[config.mk]
export PLATFORM = sky130hd
export DESIGN_NAME = coreuart_rx_fifo
export DESIGN_NICKNAME = d
export VERILOG_FILES = /design/src/rtl/coreuart_rx_fifo.sv
export SDC_FILE = /design/constraint.sdc
export NUM_CORES = 1
export LEC_CHECK = 0
export CAP_MARGIN = 20
export CORE_ASPECT_RATIO = 1.75
export CORE_MARGIN = 2
export CORE_UTILIZATION = 55
export CTS_CLUSTER_DIAMETER = 30
export DETAILED_ROUTE_END_ITERATION = 8
export MAX_ROUTING_LAYER = met4
export PLACE_DENSITY_LB_ADDON = 0.05
export SLEW_MARGIN = 10
export SYNTH_ARGS = -nofsm -noshare
export SYNTH_HDL_FRONTEND = slang
export SYNTH_SLANG_ARGS = --single-unit
export TNS_END_PERCENT = 50
[constraint.sdc]
create_clock -name CLK -period 4.52 [get_ports CLK]
set_input_delay 0.678 -clock CLK [delete_from_list [all_inputs] [get_ports CLK]]
set_output_delay 0.678 -clock CLK [all_outputs]
set_load 0.05 [all_outputs]
[src/rtl/coreuart_rx_fifo.sv]
// ---------------------------------------------------------------------------
// coreuart_rx_fifo
// Receive FIFO sitting directly behind the UART receiver. Each received byte
// is stored with its parity-error flag on the receiver's one-cycle write
// strobe. Entries are held until the register interface pops the RX data
// register. The head entry is presented first-word-fall-through.
//
// Ports
//   CLK       in   system clock, rising edge
//   RESET_N   in   asynchronous active-low reset
//   clr       in   synchronous flush (pointers, count and overflow to zero)
//   wr_en     in   one-cycle write strobe (byte complete)
//   wr_data   in   received byte
//   wr_perr   in   parity error for this byte
//   rd_en     in   one-cycle pop strobe
//   clr_ovf   in   clears the sticky overflow flag
//   rd_data   out  head-of-queue byte (valid while empty=0)
//   rd_perr   out  parity flag stored with the head byte
//   empty     out  no entries
//   full      out  count == DEPTH
//   afull     out  count >= AFULL_LVL
//   count     out  occupancy 0..DEPTH
//   overflow  out  sticky: a write was dropped because the FIFO was full
// ---------------------------------------------------------------------------
module coreuart_rx_fifo #(
    parameter int DEPTH     = 16,
    parameter int AW        = 4,
    parameter int AFULL_LVL = 12
) (
    input  logic          CLK,
    input  logic          RESET_N,
    input  logic          clr,
    input  logic          wr_en,
    input  logic [7:0]    wr_data,
    input  logic          wr_perr,
    input  logic          rd_en,
    input  logic          clr_ovf,
    output logic [7:0]    rd_data,
    output logic          rd_perr,
    output logic          empty,
    output logic          full,
    output logic          afull,
    output logic [AW:0]   count,
    output logic          overflow
);

    localparam logic [AW:0] LP_DEPTH = (AW+1)'(DEPTH);
    localparam logic [AW:0] LP_AFULL = (AW+1)'(AFULL_LVL);

    logic [8:0]    r_mem [DEPTH];
    logic [AW-1:0] r_wp;
    logic [AW-1:0] r_rp;
    logic [AW:0]   r_count;
    logic          r_overflow;

    logic          w_empty;
    logic          w_full;
    logic          w_do_wr;
    logic          w_do_rd;
    logic          w_drop;
    logic [AW:0]   w_count_nxt;

    // Occupancy decode and accept/drop decisions from registered state.
    always_comb begin
        w_empty = (r_count == {(AW+1){1'b0}});
        w_full  = (r_count == LP_DEPTH);
        // A read is only honoured when something is stored.
        w_do_rd = rd_en & ~w_empty;
        // When full, a simultaneous pop frees the slot the write lands in.
        w_do_wr = wr_en & (~w_full | rd_en);
        w_drop  = wr_en & w_full & ~rd_en;
    end

    // Next occupancy: unchanged when push and pop coincide.
    always_comb begin
        w_count_nxt = r_count;
        case ({w_do_wr, w_do_rd})
            2'b10:   w_count_nxt = r_count + {{AW{1'b0}}, 1'b1};
            2'b01:   w_count_nxt = r_count - {{AW{1'b0}}, 1'b1};
            default: w_count_nxt = r_count;
        endcase
    end

    // Pointer, count and sticky overflow state; flush dominates everything.
    always_ff @(posedge CLK or negedge RESET_N) begin
        if (!RESET_N) begin
            r_wp       <= {AW{1'b0}};
            r_rp       <= {AW{1'b0}};
            r_count    <= {(AW+1){1'b0}};
            r_overflow <= 1'b0;
        end else if (clr) begin
            r_wp       <= {AW{1'b0}};
            r_rp       <= {AW{1'b0}};
            r_count    <= {(AW+1){1'b0}};
            r_overflow <= 1'b0;
        end else begin
            if (w_do_wr) begin
                r_wp <= r_wp + {{(AW-1){1'b0}}, 1'b1};
            end else begin
                r_wp <= r_wp;
            end
            if (w_do_rd) begin
                r_rp <= r_rp + {{(AW-1){1'b0}}, 1'b1};
            end else begin
                r_rp <= r_rp;
            end
            r_count <= w_count_nxt;
            // A dropped write outranks a same-cycle clear request.
            if (w_drop) begin
                r_overflow <= 1'b1;
            end else if (clr_ovf) begin
                r_overflow <= 1'b0;
            end else begin
                r_overflow <= r_overflow;
            end
        end
    end

    // Storage array; contents are intentionally not reset.
    always_ff @(posedge CLK) begin
        if (w_do_wr && !clr) begin
            r_mem[r_wp] <= {wr_perr, wr_data};
        end
    end

    // Head entry falls through; status comes only from the registered count.
    always_comb begin
        rd_data  = r_mem[r_rp][7:0];
        rd_perr  = r_mem[r_rp][8];
        empty    = (r_count == {(AW+1){1'b0}});
        full     = (r_count == LP_DEPTH);
        afull    = (r_count >= LP_AFULL);
        count    = r_count;
        overflow = r_overflow;
    end

endmodule
==> results by group <==
Critical path
  • CP startpoint kind: register
  • Required time of the worst setup path: 3840 ps
  • Critical setup path kind: reg2out
  • Crit path DAT: 2970 ps
  • Critical-path maximum fanout: 23
  • CP endpoint kind: output port
  • Reg-to-Reg Start: count[4]$_DFFE_PN0P_
  • Crit. Startpoint: r_rp[0]$_DFFE_PN0P_

Layout
  • Diodes inserted: 0
  • Most common cell after layout, fill and taps aside: edfxtp_1
  • Post-route cell area: 7627 um2
  • Area growth syn-to-layout: 18.60%
  • Nets: 402
  • Fraction of layout cells with a size suffix above 1: 25.95%
  • Most frequent cells in the layout: 144 x edfxtp_1, 45 x mux4_2, 32 x clkdlybuf4s50_1

Die
  • Initial Util: 55.85%
  • Die Area: 12610 um2
  • I/O Pins: 33
  • CORE AREA: 11520 um2
  • Num rows: 52
  • Die Height: 147.0 um
  • Die X-Extent: 85.74 um

GRT
  • Tot GR Track Use: 22.98%
  • Largest net degree at the start of global routing: 40
  • M1 GR Usage: 27.60%
  • Busiest grt layer: met2
  • Vias in the first global route: 3342
  • Congestion Overflow GR: 0
  • First-pass GRT wire length: 19660 um
  • Initial antenna violation count: 0
  • Met2 Use GR: 39.30%
  • M3 GR Usage: 4.045%

STA
  • Setup TNS: 0 ps
  • Final Hold Fails: 0
  • Clock Skew: 7.730 ps
  • Min Tclk post-route: 3644 ps
  • Max_slew headroom: 27.29%
  • Final setup viols: 0
  • RSZ-0062 raised after global routing: false
  • Max Slew Vio Count: 0
  • Fmax achieved: 0.2744 GHz
  • Final worst path period share: 80.61%
  • Worst slew pin tran: 1087 ps

Power and ir drop
  • Maximum VDD drop: 0.5242 mV
  • Static leakage: 2.498 nW
  • PwrDens: 572.6 nW/um2

Drt
  • DRC viols: 0
  • Vias per cell: 6.169
  • Post-DRT Antenna Nets: 0
  • Drt first pass iters: 6
  • Wire per inst: 24.80 um
  • Final wirelength: 13100 um
  • Violation count after the first detailed-route iteration: 251
  • Total number of vias: 3257

Placement
  • Port Buffers: 32
  • DP Area: 6995 um2
  • Placer Congestion: 0.7764
  • Detail Placement HPWL: 8110 um

Hold path
  • Worst hold-check path type: reg2reg
  • HP Start: r_wp[2]$_DFFE_PN0P_

Clocking
  • Postcts setup bufs: 0
  • H-tree levels: 4
  • Num CTS Buffers: 17
  • Root Buffer Master: clkbuf_16
  • CTS tree: yes
  • Clk_lat worst skew: 420 ps
  • Clock sinks: 158
  • Reg clk slew, reported paths: 60 ps
  • Hold-fix buffers, CTS: 0
  • Cells resized by post-CTS repair: 0
  • Clock Path Buffers: 2

Logic synthesis
  • Sequential fraction of the synthesis area: 72.68%
  • Synthesized Nets: 347
  • Synth warnings: 0
  • Top_reg_cell synth: edfxtp_1
  • Share of the synthesized area in the top cell type: 67.24%
  • Post-synth top area cell: edfxtp_1
  • Avg Cell Area, Syn: 19.79 um2
  • Cell Area, Synth: 6431 um2
  • Synth top area cells: edfxtp_1 67%, mux4_2 16%, dfrtp_1 5.4%, nor2_1 1.7%, ha_1 1.4%
  • Asr flop ratio synth: 8.861%
  • EDFF count, synth: 144
  • Unique masters post-synth: 43
  • Cells after synthesis: 325
  • Number of synthesized register bits: 158

Job
  • Max_cap viols: 0

Outcome
  • Outcome: finished, final reports clean
==> Yosys cell counts, types with 3 or more instances <==
cell type	number
a21oi_1	5
buf_2	4
clkbuf_1	9
dfrtp_1	14
edfxtp_1	144
ha_1	7
inv_1	4
mux2i_1	3
mux4_2	45
nand2_1	8
nand2b_1	3
nor2_1	29
nor2b_1	5
nor3_1	4
o21ai_0	3
or3_1	5
xor2_1	4
==> kinds of logic after synthesis <==
family / after synthesis / share of synthesized area, %
mux: 50 / 16.58
xor+xnor: 5 / 0.6809
simple gates: 65 / 4.942
buf+inv: 20 / 1.362
flops: 158 / 72.68
compound gates: 20 / 2.393
fa+ha+maj: 7 / 1.362
==> power breakdown <==
part           internal, mW  switching (mW)  leakage (nW)  total (mW)
clock network         0.944           0.556         0.293        1.50
registers              1.64          0.0605          1.49        1.70
logic                 0.496           0.669         0.719        1.16
==> path summary, 6_finish.rpt <==
kind                                        endpoint  slack, ps  cells past startpoint
worst max-delay path                      rd_data[3]        880                      4
worst min-delay path             r_wp[2]$_DFFE_PN0P_        630                      2
worst max register to register  count[2]$_DFFE_PN0P_       1760                      8
worst min register to register   r_wp[2]$_DFFE_PN0P_        630                      2
max in group asynchronous        r_rp[0]$_DFFE_PN0P_       3320                      1
min in group asynchronous       overflow$_DFFE_PN0P_        690                      1
==> routing by layer <==
metal	vias up	part of all wire (%)
met5	-	0
met4	0	1.4
met3	15	3.6
met2	98	56
met1	1709	39
li1	1435	-
==> registers in the layout (all words and copies together) (netlist names) <==
| signal | cells |
|---|---|
| overflow | 1 |
| r_rp | 4 |
| r_wp | 4 |
| r_mem | 144 |
| count | 5 |
==> area by class of cell <==
class                           instances  area [um2]
Tap cell                              135       168.9
Sequential cell                       158        4676
Timing Repair Buffer                   51       462.9
Inverter                                5       18.77
Clock inverter                         12       185.2
Clock buffer                           20       446.7
Fill cell                             773        3889
Multi-Input combinational cell        147        1669
==> per-stage QoR <==
step | worst slack [ps] | utilization (%) | power, mW | std cells | hold WS [ps]
after floorplan | 1746 | - | 2.603 | 325 | 382.4
after global placement | 1265 | 60.75 | 2.894 | 496 | 610.6
after detailed placement | 1251 | 60.75 | 2.906 | 496 | 623.5
after CTS | 806.5 | 66.23 | 4.400 | 528 | 634.5
after global routing | 752.2 | 66.23 | 4.527 | 528 | 667.1
final | 876.2 | 66.23 | 4.368 | 528 | 628.3
==> worst max-delay path, cell delays in order (launching register included) <==
cell	delay, ps
dfrtp_2	350
buf_4	400
mux4_2	560
mux4_2	510
clkdlybuf4s50_1	720
Note: power is estimated with default switching activity, not from simulation.
